===== config.mk =====
export PLATFORM = sky130hd
export DESIGN_NAME = tcdm_cache_rsp_reorder
export DESIGN_NICKNAME = d
export VERILOG_FILES = /design/src/rtl/tcdm_cache_rsp_reorder_pkg.sv /design/src/rtl/tcdm_cache_rsp_reorder.sv
export SDC_FILE = /design/constraint.sdc
export NUM_CORES = 1
export LEC_CHECK = 0
export CORE_ASPECT_RATIO = 1.2
export CORE_MARGIN = 10
export CORE_UTILIZATION = 55
export CTS_CLUSTER_SIZE = 12
export DETAILED_ROUTE_END_ITERATION = 8
export GPL_TIMING_DRIVEN = 0
export HOLD_SLACK_MARGIN = 0.08
export PLACE_DENSITY = 0.83
export SYNTH_ARGS = -nofsm -noshare
export SYNTH_HDL_FRONTEND = slang
export SYNTH_SLANG_ARGS = --single-unit
export TNS_END_PERCENT = 50

===== constraint.sdc =====
create_clock -name clk_i -period 9.55 [get_ports clk_i]
set_input_delay 2.865 -clock clk_i [delete_from_list [all_inputs] [get_ports clk_i]]
set_output_delay 2.865 -clock clk_i [all_outputs]
set_load 0.05 [all_outputs]

===== src/rtl/tcdm_cache_rsp_reorder_pkg.sv =====
// Shared cluster TCDM types used by the per-core response reorder buffer.
// The user struct carries the originating core index and the reorder slot id.
package tcdm_cache_rsp_reorder_pkg;

    localparam int unsigned UserCoreIdWidth = 5;
    // Sized for the largest supported reorder depth (8 slots).
    localparam int unsigned UserRobIdWidth  = 3;
    localparam int unsigned AddrWidth       = 32;
    localparam int unsigned DataWidth       = 32;

    typedef struct packed {
        logic [UserCoreIdWidth-1:0] core_id;
        logic [UserRobIdWidth-1:0]  rob_id;
    } cluster_tcdm_user_t;

    typedef struct packed {
        logic [AddrWidth-1:0]   addr;
        logic                   write;
        logic [DataWidth-1:0]   data;
        logic [DataWidth/8-1:0] strb;
        cluster_tcdm_user_t     user;
    } cluster_tcdm_req_chan_t;

    typedef struct packed {
        logic [DataWidth-1:0] data;
        cluster_tcdm_user_t   user;
    } cluster_tcdm_rsp_chan_t;

    typedef struct packed {
        cluster_tcdm_req_chan_t q;
        logic                   q_valid;
    } cluster_tcdm_req_t;

    typedef struct packed {
        cluster_tcdm_rsp_chan_t p;
        logic                   p_valid;
        logic                   q_ready;
    } cluster_tcdm_rsp_t;

endpackage


===== src/rtl/tcdm_cache_rsp_reorder.sv =====
// Per-core reorder buffer: tags outgoing TCDM requests with a slot id and
// returns the out-of-order interconnect responses to the core in issue order.
module tcdm_cache_rsp_reorder
    import tcdm_cache_rsp_reorder_pkg::*;
#(
    parameter int unsigned NumOutstanding = 8,
    parameter int unsigned CoreIdWidth    = 5,
    parameter type tcdm_req_t      = cluster_tcdm_req_t,
    parameter type tcdm_rsp_t      = cluster_tcdm_rsp_t,
    parameter type tcdm_req_chan_t = cluster_tcdm_req_chan_t,
    parameter type tcdm_rsp_chan_t = cluster_tcdm_rsp_chan_t,
    parameter bit  DropCheck       = 1'b1
) (
    input  logic                   clk_i,
    input  logic                   rst_ni,
    input  logic [CoreIdWidth-1:0] core_id_i,
    input  tcdm_req_t              core_req_i,
    output tcdm_rsp_t              core_rsp_o,
    input  logic                   core_rsp_ready_i,
    output tcdm_req_t              mem_req_o,
    input  tcdm_rsp_t              mem_rsp_i,
    output logic                   mem_rsp_ready_o
);

    localparam int unsigned IdxW = $clog2(NumOutstanding);
    localparam int unsigned CntW = IdxW + 1;
    localparam logic [CntW-1:0] CntFull = CntW'(NumOutstanding);

    logic [IdxW-1:0]           head_q, head_d, tail_q, tail_d;
    logic [CntW-1:0]           count_q, count_d;
    logic [NumOutstanding-1:0] alloc_q, alloc_d, done_q, done_d;
    tcdm_rsp_chan_t            slot_q [NumOutstanding];
    tcdm_rsp_chan_t            slot_d [NumOutstanding];

    logic            full, req_fire, ret_fire, rsp_ok, rsp_drop;
    logic [IdxW-1:0] rsp_idx;
    tcdm_req_chan_t  req_chan;

    assign full            = (count_q == CntFull);
    assign rsp_idx         = mem_rsp_i.p.user.rob_id[IdxW-1:0];
    assign req_fire        = mem_req_o.q_valid & mem_rsp_i.q_ready;
    assign ret_fire        = done_q[head_q] & core_rsp_ready_i;
    assign rsp_ok          = mem_rsp_i.p_valid & alloc_q[rsp_idx] & ~done_q[rsp_idx];
    assign rsp_drop        = mem_rsp_i.p_valid & ~rsp_ok;
    // Every in-flight request already owns a slot, so responses never stall.
    assign mem_rsp_ready_o = 1'b1;

    always_comb begin
        req_chan              = core_req_i.q;
        req_chan.user.core_id = UserCoreIdWidth'(core_id_i);
        req_chan.user.rob_id  = UserRobIdWidth'(tail_q);

        mem_req_o         = '0;
        mem_req_o.q       = req_chan;
        mem_req_o.q_valid = core_req_i.q_valid & ~full;

        core_rsp_o         = '0;
        core_rsp_o.q_ready = mem_rsp_i.q_ready & ~full;
        core_rsp_o.p       = slot_q[head_q];
        core_rsp_o.p_valid = done_q[head_q];
    end

    always_comb begin
        head_d  = head_q;
        tail_d  = tail_q;
        count_d = count_q;
        alloc_d = alloc_q;
        done_d  = done_q;
        slot_d  = slot_q;

        if (ret_fire) begin
            head_d          = head_q + IdxW'(1);
            alloc_d[head_q] = 1'b0;
            done_d[head_q]  = 1'b0;
        end
        if (req_fire) begin
            tail_d          = tail_q + IdxW'(1);
            alloc_d[tail_q] = 1'b1;
        end
        if (rsp_ok) begin
            done_d[rsp_idx] = 1'b1;
            slot_d[rsp_idx] = mem_rsp_i.p;
        end

        if (req_fire && !ret_fire) begin
            count_d = count_q + CntW'(1);
        end else if (!req_fire && ret_fire) begin
            count_d = count_q - CntW'(1);
        end
    end

    always_ff @(posedge clk_i or negedge rst_ni) begin
        if (!rst_ni) begin
            head_q  <= '0;
            tail_q  <= '0;
            count_q <= '0;
            alloc_q <= '0;
            done_q  <= '0;
        end else begin
            head_q  <= head_d;
            tail_q  <= tail_d;
            count_q <= count_d;
            alloc_q <= alloc_d;
            done_q  <= done_d;
        end
    end

    // Payload storage is qualified by done_q, so it carries no reset.
    always_ff @(posedge clk_i) begin
        slot_q <= slot_d;
    end

    if (DropCheck) begin : g_drop_check
        always @(posedge clk_i) begin
            if (rst_ni) begin
                assert (!rsp_drop)
                else $warning("tcdm_cache_rsp_reorder: dropped response to rob_id %0d", rsp_idx);
            end
        end
    end

endmodule


After elaboration in Yosys (flattened, before gate mapping)
Index checks and enable logic that the tools add are counted.
{"block": "classes", "add_sub_neg": 4, "mul": 0, "div_mod_pow": 0, "order_cmp": 9, "eq_ne": 1, "shifts": 0, "muxes": 24, "bitwise_logic": 15, "reduce_logical": 9}
{"operator": "bitwise mux 320 bit", "count": 1}
{"operator": "binary-select mux 40 bit (select 3 bit)", "count": 1}
{"operator": "demux 40 bit (select 3 bit)", "count": 1}
{"operator": "two-way mux 40 bit", "count": 3}
{"operator": "two-way mux 8 bit", "count": 4}
{"operator": "bitwise AND 8 bit", "count": 2}
{"operator": "bitwise OR 8 bit", "count": 2}
{"operator": "< comparator 3 x 4 -> 1 bit, second input constant", "count": 3}
{"operator": "binary-select mux 1 bit (select 3 bit)", "count": 3}
{"operator": "demux 1 bit (select 3 bit)", "count": 3}
{"operator": ">= comparator 3 x 1 -> 1 bit, second input constant", "count": 3}
{"operator": ">= comparator 4 bit, second input constant", "count": 2}
{"operator": "two-way mux 4 bit", "count": 2}
{"operator": "NOT 3 -> 4 bit", "count": 2}
{"operator": "NOT 8 bit", "count": 1}
{"operator": "adder 3 x 1 -> 3 bit, second input constant", "count": 2}
{"operator": "bitwise AND 1 bit", "count": 6}
{"operator": "logical AND 1 bit", "count": 6}
{"operator": "two-way mux 1 bit", "count": 6}
{"operator": "adder 4 x 1 -> 4 bit, second input constant", "count": 1}
{"operator": "equality test 4 bit, second input constant", "count": 1}
{"operator": "< comparator 4 x 1 -> 1 bit, second input constant", "count": 1}
{"operator": "subtractor 4 x 1 -> 4 bit, second input constant", "count": 1}
{"operator": "logical NOT 1 bit", "count": 2}
{"operator": "other kinds (2)", "count": 3}
{"block": "totals", "register_bits": 346, "latch_bits": 0, "mem_bits_rw": 0, "rom_bits": 0, "output_inout_bits": 121, "word_cells": 91, "n_memories": 0}

Depth between registers and ports, before layout
{"block": "depth", "depth_word": 9, "ltp_mapped": 11}

Worst setup path after synthesis
Ideal clock, no wire load.
{"block": "synth_path", "kind": "input-to-reg", "startpoint": "input port mem_rsp_i[2] (netlist name)", "endpoint": "register done_q[0]", "setup_ns": 0.082, "t_arrival_ns": 7.823, "t_required_ns": 9.468, "setup_slack_ns": 1.645, "cell_stages": 4, "n_path_buf": 0, "path_cell_list": "nor2_1 nand2_1 nor4b_1 o22a_1"}
{"block": "synth_between", "elab_chain_cells": 6, "elab_cells_between_ends": 14}
{"element": "from (decl)", "line_no": "tcdm_cache_rsp_reorder.sv:21", "rtl": "input tcdm_rsp_t mem_rsp_i,"}
{"element": "< comparator 3 x 4 -> 1 bit (implied by the code) or >= comparator 3 x 1 -> 1 bit (tied branches)", "line_no": "tcdm_cache_rsp_reorder.sv:81", "rtl": "done_d[rsp_idx] = 1'b1;"}
{"element": "logical AND 1 bit (implied by the code)", "line_no": "tcdm_cache_rsp_reorder.sv:81"}
{"element": "two-way mux 1 bit (implied by the code)", "line_no": "tcdm_cache_rsp_reorder.sv:81"}
{"element": "demux 1 bit (select 3 bit)", "line_no": "tcdm_cache_rsp_reorder.sv:81"}
{"element": "bitwise OR 8 bit (no source line)"}
{"element": "two-way mux 8 bit (*)", "line_no": "tcdm_cache_rsp_reorder.sv:80", "rtl": "if (rsp_ok) begin"}
{"element": "via done_d[0]", "line_no": "tcdm_cache_rsp_reorder.sv:31", "rtl": "logic [NumOutstanding-1:0] alloc_q, alloc_d, done_q, done_d;"}
{"element": "to (signal assigned)", "line_no": "tcdm_cache_rsp_reorder.sv:104", "rtl": "done_q <= done_d;"}
{"element": "to (decl)", "line_no": "tcdm_cache_rsp_reorder.sv:31"}
The timed path passes the listed nets; every way through them passes the cells marked *. The select of a mux whose other input is x is not followed.
A chain may end at the register's enable or synchronous reset.

==> results.ini <==
[placed_design]
portBuffers = 164
post-place-ws_ps = 2390
place_hpwl_um = 26700
routabilityCongestion = 0.851

[setup_path]
cp.required_ps = 6690
r2r_setup_slack_ps = 6310
crit_chain = clkdlybuf4s50_1 > and2_1 > clkdlybuf4s50_1
cpPeakStageDelay_ps = 810
path_max_fanout = 2
critPathLaunchType = input pin
path_common_cell = clkdlybuf4s50_1
slowest_stage = clkdlybuf4s50_1
path_delay_family = buffers and inverters
critPathBufInv = 2
cp.arrival_ps = 4280
crit_type = input pin to primary output
endpoint_kind = primary output

[timing]
maxSlewHeadroom_pct = 17.9
fmax_mhz = 140
skew_ps = 14.2
worst_pin_slew_ps = 1230
setup_ws_ps = 2400
finalSetupViolations = 0
tns_ps = 0
min_period_ps = 7150
slew_violations = 0
grt_setup_unrepaired = no
timing_hold_violations_final = 0
period_share_pct = 74.9

[power]
vdd_drop_max_mv = 0.239
p_leak_nw = 6.02
p_per_area_nw_per_um2 = 312

[finish]
fill_cells = 1627
drive_gt1_share_pct = 22.3
nets = 1188
area_growth_pct = 23.5

[die]
die_w_um = 166
placementRows = 64
core_area_um2 = 25300
io_pins = 249
dieArea_um2 = 32400
start_util_pct = 55.5
die_h_um = 195

[clock_tree]
htreeDepth = 2
clk_latency_ps = 520
root_buffer = clkbuf_16
cts_buffer_depth = 3
ctsHoldBuffers = 0
cts_tree = yes
clock-sinks = 346
post_cts_buffers = 0
cts_buffers = 35
clk_pin_slew_ps = 60
cts_resized = 0

[yosys]
yosys.area.top_type_share_pct = 68.4
syn_inst = 833
yosys.area.top_type = edfxtp_1
syn-num-nets = 967
yosys-top-cells-count = edfxtp_1, buf_4, mux2_2, a221oi_1, nand2_1
synth_area_leaders = edfxtp_1, buf_4, dfrtp_1
avgSynthCellArea_um2 = 16.9
synth_ff_type = edfxtp_1
synth-edff-count = 320
yosysWarnings = 0
yosys.cell_types.count = 54
ys_ff_latch = 346
syn-cell-area_um2 = 14100
yosysMostFrequentCell = edfxtp_1
yosysSeqAreaShare_pct = 73.0
synthArstFlopShare_pct = 7.51

[route]
ant_nets = 0
first_pass_iters = 5
drc = 0
wire_per_inst_um = 27.8
wl_um = 39000
vias = 8732
vias_per_cell = 6.24
drtIter0Drc = 936

[grt]
use_met1_pct = 25.9
grt_max_degree = 42
grt_pass1_vias = 8902
use_met3_pct = 6.21
grtUsageTotal_pct = 23.1
antenna_found_initial = 4
grt-busiest-layer = met2
grt_pass1_wl_um = 57100
met2_usage_pct = 41.0
globalRoute.totalOverflow = 0

[run_status]
run_status = complete, no violations

[hold_path]
hp-class = flop to flop

[job]
cap_violations = 0

==> metal layers <==
layer	vias to the layer above	share of wire (%)
met5	-	0.038
met4	2	3.2
met3	87	10
met2	625	52
met1	4350	35
li1	3668	-
==> path summary, 6_finish.rpt <==
path,startpoint,to,cells after the start
max,core_req_i[0],mem_req_o[0],3
max in group asynchronous,rst_ni,head_q[2],1
min in group asynchronous,rst_ni,count_q[3],1
max reg2reg,head_q[1],count_q[3],11
min,count_q[3],count_q[3],1
min reg2reg,count_q[3],count_q[3],1
==> per-stage QoR <==
stage	hold slack [ps]	utilization, %	instance area [µm²]	power (mW)	instances
after global placement	460	63.6	16100	4.20	1327
after global routing	496	68.6	17300	5.59	1399
after floorplan	438	-	14100	3.41	833
after CTS	474	68.5	17300	5.43	1396
final	474	68.6	17400	5.42	1400
after detailed placement	466	64.7	16400	4.24	1347
==> area by class of cell <==
| class | instances | area, µm² | area share (%) |
|---|---|---|---|
| sequential | 346 | 10300 | 59.1 |
| multi-input combinational | 364 | 3000 | 17.3 |
| timing repair buffer | 184 | 1880 | 10.8 |
| clock buffer | 44 | 931 | 5.37 |
| buffer | 116 | 792 | 4.56 |
| tap | 330 | 413 | 2.38 |
| clock inverter | 5 | 37.5 | 0.216 |
| inverter | 7 | 26.3 | 0.151 |
| antenna | 4 | 10.0 | 0.0577 |
==> report_power, final <==
part / total, mW / switching [mW] / internal [mW]
Combinational: 2.39 / 1.57 / 0.822
Clock: 1.20 / 0.518 / 0.682
Sequential: 1.83 / 0.0716 / 1.76
==> flip-flops by register name, indices dropped and copies added, names as in the netlist <==
signal   count
tail_q       3
slot_q     320
head_q       3
done_q       8
alloc_q      8
count_q      4
==> worst reg2reg max path, cell delays in order (launching register included) <==
cell and delay [ps]:
dfrtp_1 430, buf_4 200, nor2_1 770, a22oi_2 220, nand3_2 230, ha_1 200
inv_1 100, ha_1 290, a21o_1 180, a21oi_1 160, mux2i_1 240, xnor2_1 130
==> cells in the final DEF (no fill, tap or decap), types with 3 or more instances in the layout <==
cell / Yosys / routed
o21ai_0: 11 / 11
edfxtp_1: 320 / 320
buf_12: 0 / 4
nand3_1: 7 / 7
a22oi_1: 29 / 29
buf_4: 88 / 94
clkbuf_16: 0 / 36
nand2b_1: 3 / 3
a22o_1: 4 / 4
a21o_1: 8 / 8
nand4_1: 8 / 8
dfrtp_1: 26 / 26
a21oi_1: 13 / 13
nand2_1: 38 / 38
a221o_1: 6 / 6
buf_2: 15 / 15
mux4_2: 15 / 15
mux2i_1: 26 / 26
o221ai_1: 4 / 4
xnor2_1: 7 / 7
nor3_1: 5 / 3
a221oi_1: 39 / 39
mux2_2: 42 / 42
o22a_1: 6 / 6
nor2_1: 26 / 26
and2_1: 5 / 5
clkdlybuf4s50_1: 0 / 164
inv_1: 5 / 5
nor2b_1: 8 / 8
ha_1: 5 / 5
o22ai_1: 10 / 10
nor3_2: 2 / 4
clkbuf_1: 12 / 20
buf_6: 1 / 11
diode_2: 0 / 4
o2bb2ai_1: 5 / 5
and3_1: 8 / 4
and3_2: 0 / 4
==> logic make-up (layout without fill, tap and decap cells) <==
family / after synthesis / after routing / share of synthesized area, %
flip-flops: 346 / 346 / 73.0
AO/OA/AOI/OAI: 148 / 148 / 8.18
buffers and inverters: 123 / 356 / 5.82
AND/OR/NAND/NOR: 118 / 118 / 4.22
multiplexers: 84 / 84 / 7.70
XOR/XNOR: 7 / 7 / 0.436
adder cells (fa/ha/maj): 6 / 6 / 0.588
other: 1 / 5 / 0.0267
Note: power is estimated with default switching activity, not from simulation.
